<file path="src/rtl/alu_pkg.sv">
// Shared opcode and FSM definitions for the registered ALU.
// Imported by seq_alu and mul_iter.
package alu_pkg;

  localparam logic [3:0] OP_ADD  = 4'b0000;
  localparam logic [3:0] OP_OR   = 4'b0001;
  localparam logic [3:0] OP_AND  = 4'b0010;
  localparam logic [3:0] OP_SLL  = 4'b0011;
  localparam logic [3:0] OP_SUB  = 4'b0100;
  localparam logic [3:0] OP_XOR  = 4'b0101;
  localparam logic [3:0] OP_SRL  = 4'b0110;
  localparam logic [3:0] OP_SRA  = 4'b0111;
  localparam logic [3:0] OP_SLT  = 4'b1000;
  localparam logic [3:0] OP_SLTU = 4'b1001;
  localparam logic [3:0] OP_MUL  = 4'b1010;

  typedef enum logic {
    ST_IDLE = 1'b0,
    ST_MUL  = 1'b1
  } state_t;

endpackage

</file>
<file path="src/rtl/mul_iter.sv">
// Iterative shift-add multiplier engine, one partial product per step.
// prod presents the accumulator including the current step's add.
module mul_iter
  import alu_pkg::*;
#(
  parameter int WIDTH = 32
) (
  input  logic             clk,
  input  logic             reset,
  input  logic             load,
  input  logic             step,
  input  logic [WIDTH-1:0] a,
  input  logic [WIDTH-1:0] b,
  output logic [WIDTH-1:0] prod,
  output logic             last
);

  localparam int CW = $clog2(WIDTH);

  logic [WIDTH-1:0] mcand;
  logic [WIDTH-1:0] mplier;
  logic [WIDTH-1:0] acc;
  logic [CW-1:0]    cnt;
  logic [WIDTH-1:0] acc_nxt;

  // Accumulator after conditionally adding the current multiplicand
  always_comb begin
    acc_nxt = acc;
    if (mplier[0]) acc_nxt = acc + mcand;
  end

  assign prod = acc_nxt;
  assign last = (cnt == CW'(WIDTH - 1));

  // Load operands on acceptance, then shift one bit per step
  always_ff @(posedge clk or posedge reset) begin
    if (reset) begin
      mcand  <= '0;
      mplier <= '0;
      acc    <= '0;
      cnt    <= '0;
    end else if (load) begin
      mcand  <= a;
      mplier <= b;
      acc    <= '0;
      cnt    <= '0;
    end else if (step) begin
      acc    <= acc_nxt;
      mcand  <= mcand << 1;
      mplier <= mplier >> 1;
      cnt    <= cnt + 1'b1;
    end
  end

endmodule

</file>
<file path="src/rtl/seq_alu.sv">
// Registered EX-stage ALU: single-cycle ops plus optional iterative mul.
// Outputs change only on completion edges; zero tracks the result reg.
module seq_alu
  import alu_pkg::*;
#(
  parameter int WIDTH  = 32,
  parameter int MUL_EN = 1,
  parameter int SHW    = $clog2(WIDTH)
) (
  input  logic             clk,
  input  logic             reset,
  input  logic             start,
  input  logic [WIDTH-1:0] a,
  input  logic [WIDTH-1:0] b,
  input  logic [3:0]       alu_control,
  output logic [WIDTH-1:0] result,
  output logic             zero,
  output logic             overflow,
  output logic             busy,
  output logic             done
);

  state_t           state;
  logic [WIDTH-1:0] alu_res;
  logic             alu_ovf;
  logic [WIDTH-1:0] sum;
  logic [WIDTH-1:0] diff;
  logic [SHW-1:0]   shamt;
  logic             is_mul;
  logic             accept;
  logic [WIDTH-1:0] mul_prod;
  logic             mul_last;

  assign sum    = a + b;
  assign diff   = a - b;
  assign shamt  = b[SHW-1:0];
  assign is_mul = (MUL_EN != 0) && (alu_control == OP_MUL);
  assign accept = start && (state == ST_IDLE);
  assign zero   = (result == '0);

  // Single-cycle result and add/sub signed overflow
  always_comb begin
    alu_res = '0;
    alu_ovf = 1'b0;
    case (alu_control)
      OP_ADD: begin
        alu_res = sum;
        alu_ovf = (a[WIDTH-1] == b[WIDTH-1]) &&
                  (sum[WIDTH-1] != a[WIDTH-1]);
      end
      OP_SUB: begin
        alu_res = diff;
        alu_ovf = (a[WIDTH-1] != b[WIDTH-1]) &&
                  (diff[WIDTH-1] != a[WIDTH-1]);
      end
      OP_OR:   alu_res = a | b;
      OP_AND:  alu_res = a & b;
      OP_XOR:  alu_res = a ^ b;
      OP_SLL:  alu_res = a << shamt;
      OP_SRL:  alu_res = a >> shamt;
      OP_SRA:  alu_res = $unsigned($signed(a) >>> shamt);
      OP_SLT:  alu_res = {{(WIDTH-1){1'b0}},
                          ($signed(a) < $signed(b))};
      OP_SLTU: alu_res = {{(WIDTH-1){1'b0}}, (a < b)};
      default: alu_res = '0;
    endcase
  end

  generate
    if (MUL_EN != 0) begin : g_mul
      mul_iter #(.WIDTH(WIDTH)) u_mul (
        .clk   (clk),
        .reset (reset),
        .load  (accept && is_mul),
        .step  (state == ST_MUL),
        .a     (a),
        .b     (b),
        .prod  (mul_prod),
        .last  (mul_last)
      );
    end else begin : g_nomul
      assign mul_prod = '0;
      assign mul_last = 1'b0;
    end
  endgenerate

  // Control FSM with registered result, flags and handshake
  always_ff @(posedge clk or posedge reset) begin
    if (reset) begin
      state    <= ST_IDLE;
      result   <= '0;
      overflow <= 1'b0;
      busy     <= 1'b0;
      done     <= 1'b0;
    end else begin
      done <= 1'b0;
      case (state)
        ST_IDLE: begin
          if (start) begin
            if (is_mul) begin
              state <= ST_MUL;
              busy  <= 1'b1;
            end else begin
              result   <= alu_res;
              overflow <= alu_ovf;
              done     <= 1'b1;
            end
          end
        end
        ST_MUL: begin
          if (mul_last) begin
            result   <= mul_prod;
            overflow <= 1'b0;
            busy     <= 1'b0;
            done     <= 1'b1;
            state    <= ST_IDLE;
          end
        end
        default: state <= ST_IDLE;
      endcase
    end
  end

endmodule

</file>
<file path="config.mk">
export PLATFORM = sky130hd
export DESIGN_NAME = seq_alu
export DESIGN_NICKNAME = d
export VERILOG_FILES = /design/src/rtl/alu_pkg.sv /design/src/rtl/mul_iter.sv /design/src/rtl/seq_alu.sv
export SDC_FILE = /design/constraint.sdc
export NUM_CORES = 1
export LEC_CHECK = 0
export ABC_CLOCK_PERIOD_IN_PS = 8400
export CAP_MARGIN = 20
export CORE_UTILIZATION = 56
export DETAILED_ROUTE_END_ITERATION = 16
export PLACE_DENSITY = 0.76
export SETUP_SLACK_MARGIN = 0.5
export SLEW_MARGIN = 20
export SYNTH_ARGS = -nofsm -noshare
export SYNTH_HDL_FRONTEND = slang
export SYNTH_SLANG_ARGS = --single-unit
</file>
<file path="constraint.sdc">
create_clock -name clk -period 8.4 [get_ports clk]
set_clock_uncertainty 0.2 [all_clocks]
set_input_delay 1.26 -clock clk [delete_from_list [all_inputs] [get_ports clk]]
set_output_delay 1.26 -clock clk [all_outputs]
set_load 0.05 [all_outputs]
</file>
* Word-level counts from Yosys, hierarchy flattened
Cells that the tools add are included.
W data, S select, Z words.
** Cells by class
- Add/sub/neg operators :: 4
- $lt $le $gt $ge :: 2
- Equal/unequal tests :: 19
- Shift operators :: 3
- Muxes and demuxes :: 30
- Bitwise logic cells :: 4
- Reductions and logical operators :: 9
** Operators with widths (count)
- $mux W32 :: 10
- $pmux W32 S10 :: 1
- $add A32 B32 Y32 :: 2
- $lt A32 B32 Y1 :: 2
- $pmux W32 S2 :: 1
- $and A32 B32 Y32 :: 1
- $logic_not A32 Y1 :: 1
- $or A32 B32 Y32 :: 1
- $shl A32 B5 Y32 :: 1
- $shr A32 B5 Y32 :: 1
- $sshr A32 B5 Y32 :: 1
- $sub A32 B32 Y32 :: 1
- $xor A32 B32 Y32 :: 1
- $eq A4 B3 Y1 const B :: 4
- $eq A4 B4 Y1 const B :: 3
- $mux W1 :: 11
- $mux W5 :: 2
- $pmux W1 S2 :: 5
- $eq A4 B2 Y1 const B :: 2
- $ne A2 B2 Y1 const B :: 3
- $reduce_and A3 Y1 :: 2
- $add A5 B1 Y5 const B :: 1
- $eq A5 B5 Y1 const B :: 1
- $eq A4 B1 Y1 const B :: 1
- 7 further kinds :: 12
** Word-level totals
- Flip-flop bits (word level) :: 137
- Bits of input ports :: 71
- Output and inout port bits :: 36
- Word-level logic and storage cells :: 80

* Logic depth before layout (Yosys ltp)
- Depth after elaboration :: 7
- Mapped depth :: 15
- Gate-level depth less buffers :: 14

* By module
Synthesis repeated with hierarchy kept, for this count alone.
** Second synthesis, totals
- Cells, all modules :: 2249
- Area, all modules :: 17005.1 µm²
** Modules (own cells, without submodules)
- seq_alu :: times used 1, cells each 1525, area an instance 10441.3 µm², sequential area each 900.9 µm²
- mul_iter :: times used 1, cells each 724, area an instance 6563.8 µm², sequential area each 2527.4 µm²

* Least setup slack after synthesis
Ideal clock, no wire load.
- Kind :: input port to flip-flop
- Start point :: input port b[2]
- End point :: register result[24]
- Library setup time :: 131 ps
- Arrival :: 4600 ps
- Data required time :: 8069 ps
- Path slack :: 3469 ps
- Cell stages on the path :: 15
- Buffers on the path :: 3
- Cell sequence :: inv_1 > buf_2 > buf_1 > clkbuf_1 > ha_1 > a21o_1 > a31o_2 > a211oi_2 > nor2_1 > o311a_1 > or4_1 > a21oi_1 > o21ai_0 > a31oi_1 > o21ai_1
** Between the ends
- Word-level cells in the longest chain between the ends :: 5
- Elaborated cells on any way between the ends :: 9
- Classes of those cells :: 2 x add/sub; 3 x shift; 4 x mux
** Ends and longest elaborated chain
- start: declaration :: RTL line seq_alu.sv:14 : input logic [WIDTH-1:0] b,
- $sub A32 B32 Y32 (tied with other cells) :: RTL line seq_alu.sv:35 : assign diff = a - b;
- $pmux W32 S10 (*) :: RTL line seq_alu.sv:45 : case (alu_control)
- $mux W32 (*) :: RTL line seq_alu.sv:100 : if (is_mul) begin
- $mux W32 (*) :: RTL line seq_alu.sv:99 : if (start) begin
- $pmux W32 S2 (*) :: RTL line seq_alu.sv:97 : case (state)
- end signal: assignment :: RTL line seq_alu.sv:104 : result <= alu_res;
- end signal: assignment :: RTL line seq_alu.sv:112 : result <= mul_prod;
- end: declaration :: RTL line seq_alu.sv:16 : output logic [WIDTH-1:0] result,
Every way passes the cells marked *; elsewhere a longest branch is shown, timed or not. The select of a mux whose other input is x is not followed.
A chain may end at the register's enable or synchronous reset.

* Worst setup path after layout
- Start point :: input port b[4]
- End point :: register result[23]
Same word-level chain as after synthesis.

==> reports/results.md <==
| Parameter | Reported | Unit |
|---|---|---|
| Post-CTS Setup Repair Bufs | 0 | - |
| Overall via count from detail_route | 17,800 | - |
| Post-Route Hold Slack | 0.278 | ns |
| Initial core utilization | 56.9 | % |
| Top library cells by usage in the layout, fill and taps aside | 308 x sky130_fd_sc_hd__nand2_1, 225 x sky130_fd_sc_hd__nor2_1, 163 x sky130_fd_sc_hd__a21oi_1 | - |
| GR Layer Usage met2 | 64.2 | % |
| Total Neg Setup Slack | 0 | ns |
| Final standard cell utilization of the core | 62.8 | % |
| Number of H-tree branching levels | 4 | - |
| Placer congestion estimate | 1.07 | - |
| Number of remaining DRC errors | 2 | - |
| Endpoint of the most critical register-to-register path | result[30]$_DFFE_PP0P_ | - |
| Final Critical Period | 5.33 | ns |
| Net Count, Synth | 2,346 | - |
| Count of endpoints failing setup in the final report | 0 | - |
| Avg Cell Area, Syn | 7.62 | sq um |
| Hpwl dp | 48,600 | um |
| Max Slew Vio Count | 0 | - |
| Average wire per standard cell | 25.9 | um |
| CP arrival | 5.48 | ns |
| Final hold viol count | 0 | - |
| First-pass DRT Iterations | 12 | - |
| Post-detailed-route count of antenna-violating nets | 0 | - |
| Combined area of all synthesized cells | 16,300 | sq um |
| Share of final-layout standard cells stronger than drive strength 1 | 7.56 | % |
| Internal | 2.24 | mW |
| Grt peak-use layer | met2 | - |
| Element type at the critical path end | flop | - |
| Area enclosed by the die boundary | 29,800 | sq um |
| Result of the run | finished, violations left | - |
| Post-route non-filler standard cell count | 2,530 | - |
| Final period utilization | 63.5 | % |
| Fraction of power spent switching nets | 48.2 | % |
| Least-Margin Pin Slew | 1.20 | ns |
| Distinct cells, synth | 102 | - |
| Timing-limited maximum frequency | 0.187 | GHz |
| Num CTS Buffers | 17 | - |
| Main flop type after synthesis | sky130_fd_sc_hd__dfrtp_1 | - |
| Combinational share of power | 52.9 | % |
| Worst vdd ir | 0.232 | mV |
| Most common library cell in the layout ignoring fill and taps | sky130_fd_sc_hd__nand2_1 | - |
| Number of global-route vias before repair | 16,000 | - |
| Clock tree sinks | 137 | - |
| CP Launch Type | input pin | - |
| Die H | 172 | um |
| Biggest area consumer among synthesized cells | sky130_fd_sc_hd__dfrtp_1 | - |
| Register area share after synthesis | 21.1 | % |
| Depth of the worst register-to-register path | 12 | - |
| Destination of the critical timing path | result[23]$_DFFE_PP0P_ | - |
| Async set-or-reset flop fraction in the synthesized netlist | 100 | % |
| Final instance area | 18,000 | sq um |
| RSZ-0062 raised after global routing | false | - |
| Beginning of the critical path | b[4] | - |
| Met3 routing resource usage after global routing | 9.09 | % |
| Area of the core | 28,600 | sq um |
| Post-Route WL | 65,600 | um |
| Required time reported for the critical path endpoint | 8.55 | ns |
| Layout Nets | 2,340 | - |
| Port buffer count | 106 | - |
| Clock power frac | 19.4 | % |
| Die W | 172 | um |
| R2r startpoint | g_mul.u_mul.acc[0]$_DFFE_PP0P_ | - |
| Initial detailed-routing violation count | 2,393 | - |
| Synthesized netlist cell count | 2,137 | - |
| Hold buffers post-CTS | 0 | - |
| Number of antenna violations at the first check in global routing | 2 | - |
| Share of the synthesized area in the top cell type | 21.1 | % |
| Clock tree from TritonCTS | built | - |
| Violations in the final reports | design-rule violations | - |
| Top Ports | 107 | - |
| Areal power density over the cells | 240 | nW/um^2 |
| Placement Cell Area | 17,300 | sq um |
| CTS clock-pin slew for the worst setup and hold paths | 0.07 | ns |
| Global-route wire length before repair | 97,400 | um |
| Number of cells traversed by the worst hold path | 2 | - |
| Placed cell count | 2,496 | - |
| Worst-case headroom to the max-slew limit | 17.9 | % |
| Vias per std cell | 7.02 | - |
| Leakage power of the design | 7.95 | nW |
| Slack of the worst reg-to-reg path | 4.43 | ns |
| Row cnt | 62 | - |
| Latest clock arrival within the worst-skew pair | 0.46 | ns |
| Number of enable-type register cells in the synthesized netlist | 0 | - |
| Psw | 2.08 | mW |
| Total routing resource utilization after global routing | 44.2 | % |
| Setup CP Type | input pin to flop | - |
| Crit path max fanout | 46 | - |
| Hold/Removal Path Class | flop to flop | - |
| GR met1 Demand/Resource | 62.6 | % |
| Pin count of the biggest net entering global routing | 85 | - |
| Number of max-cap violations | 0 | - |
| Area growth from synthesis to layout | 10.4 | % |
| Number of gates resized after CTS | 0 | - |
| Seq cells post-synth | 137 | - |
| Yosys warning total | 0 | - |
| Cell at the root of the clock tree | sky130_fd_sc_hd__clkbuf_16 | - |
| Maximum buffer depth of the clock tree | 2 | - |
| Reg power frac | 27.6 | % |
| Remaining Overflow, GRT | 0 | - |
| Cells taking the most area after synthesis | sky130_fd_sc_hd__dfrtp_1 21%, sky130_fd_sc_hd__ha_1 10%, sky130_fd_sc_hd__nand2_1 7.1%, sky130_fd_sc_hd__nor2_1 5.2%, sky130_fd_sc_hd__a21oi_1 5.0% | - |
[sequential cells by signal, indices dropped and copies added, names as in the netlist]
| name | flops |
|---|---|
| state | 1 |
| g_mul.u_mul.mcand | 32 |
| g_mul.u_mul.cnt | 5 |
| busy | 1 |
| g_mul.u_mul.acc | 32 |
| g_mul.u_mul.mplier | 32 |
| result | 32 |
| overflow | 1 |
| done | 1 |
[worst max-delay path, stage by stage]
cell and delay [ns]:
sky130_fd_sc_hd__clkdlybuf4s50_1 0.45, sky130_fd_sc_hd__buf_4 0.41, sky130_fd_sc_hd__inv_1 0.40, sky130_fd_sc_hd__ha_1 0.50, sky130_fd_sc_hd__nor3_1 0.19, sky130_fd_sc_hd__o21ai_0 0.18, sky130_fd_sc_hd__a211oi_2 0.36, sky130_fd_sc_hd__o21ai_1 0.24
sky130_fd_sc_hd__o211ai_2 0.30, sky130_fd_sc_hd__nand2_1 0.14, sky130_fd_sc_hd__a221o_1 0.37, sky130_fd_sc_hd__a221oi_1 0.33, sky130_fd_sc_hd__o221ai_1 0.17, sky130_fd_sc_hd__o21a_1 0.15
[stage by stage]
stage	power [mW]	setup slack, ns
after floorplan	2.71	3.27
after global placement	3.33	2.82
after detailed placement	3.40	2.75
after CTS	4.25	3.22
after global routing	4.53	2.89
final	4.32	3.07
[final cells by class]
type                            instances  area (sq um)
Clock buffer                           17           425
Inverter                              107           407
Antenna cell                            2          5.00
Tap cell                              384           480
Multi-Input combinational cell       1738         11800
Timing Repair Buffer                  130          1220
Sequential cell                       137          3430
Clock inverter                         15           201
Fill cell                            2528         10700
[cell usage after synthesis (all sizes together) (5+ instances only)]
master	number
a2111oi	8
a211o	5
a211oi	38
a21o	28
a21oi	168
a221o	5
a221oi	28
a22o	7
a22oi	72
a311oi	7
a31oi	36
and2	14
and3	20
buf	43
clkbuf	112
dfrtp	137
ha	135
inv	107
mux2	25
mux2i	52
mux4	36
nand2	308
nand2b	15
nand3	37
nand4	14
nor2	226
nor2b	16
nor3	32
nor4	18
o2111ai	9
o211ai	26
o21a	14
o21ai	145
o21bai	23
o221ai	16
o22ai	9
o311ai	5
o31ai	18
o32ai	8
o41ai	9
or3	9
xnor2	27
xor2	10
[logic make-up (layout without fill, tap and decap cells)]
logic type	count (synthesis)	in the layout	synth area share, %
simple gates	733	733	19.9
compound gates	717	717	29.8
buf+inv	262	269	6.59
fa+ha+maj	138	138	10.7
flops	137	137	21.1
mux	113	113	9.93
xor+xnor	37	37	1.99
other cells	0	2	0
[worst min-delay path by stage]
| stage | from | to | slack, ns |
|---|---|---|---|
| floorplan | g_mul.u_mul.mplier[10]$_DFFE_PP0P_ | g_mul.u_mul.mplier[10]$_DFFE_PP0P_ | 0.25 |
| global placement | g_mul.u_mul.mplier[7]$_DFFE_PP0P_ | g_mul.u_mul.mplier[7]$_DFFE_PP0P_ | 0.26 |
| detailed placement | g_mul.u_mul.mplier[28]$_DFFE_PP0P_ | g_mul.u_mul.mplier[28]$_DFFE_PP0P_ | 0.26 |
| CTS | g_mul.u_mul.mplier[28]$_DFFE_PP0P_ | g_mul.u_mul.mplier[28]$_DFFE_PP0P_ | 0.28 |
| global route | g_mul.u_mul.mplier[16]$_DFFE_PP0P_ | g_mul.u_mul.mplier[16]$_DFFE_PP0P_ | 0.29 |
| finish | g_mul.u_mul.mplier[21]$_DFFE_PP0P_ | g_mul.u_mul.mplier[21]$_DFFE_PP0P_ | 0.28 |
[layer usage]
metal | wire (um) | share of wire [%] | vias up
met5 | 0 | 0 | -
met4 | 2820 | 4.3 | 0
met3 | 7180 | 11 | 186
met2 | 27800 | 42 | 1146
met1 | 27800 | 42 | 8564
li1 | - | - | 7863
[power groups by stage]
stage          combinational (mW)  sequential, mW  clock [mW]
2_1_floorplan                1.36            1.35           0
3_3_place_gp                 2.15            1.18           0
3_5_place_dp                 2.21            1.19           0
4_1_cts                      2.23            1.18       0.838
5_1_grt                      2.45            1.22       0.867
6_report                     2.28            1.19       0.838
Power figures use the tool's default switching activity.
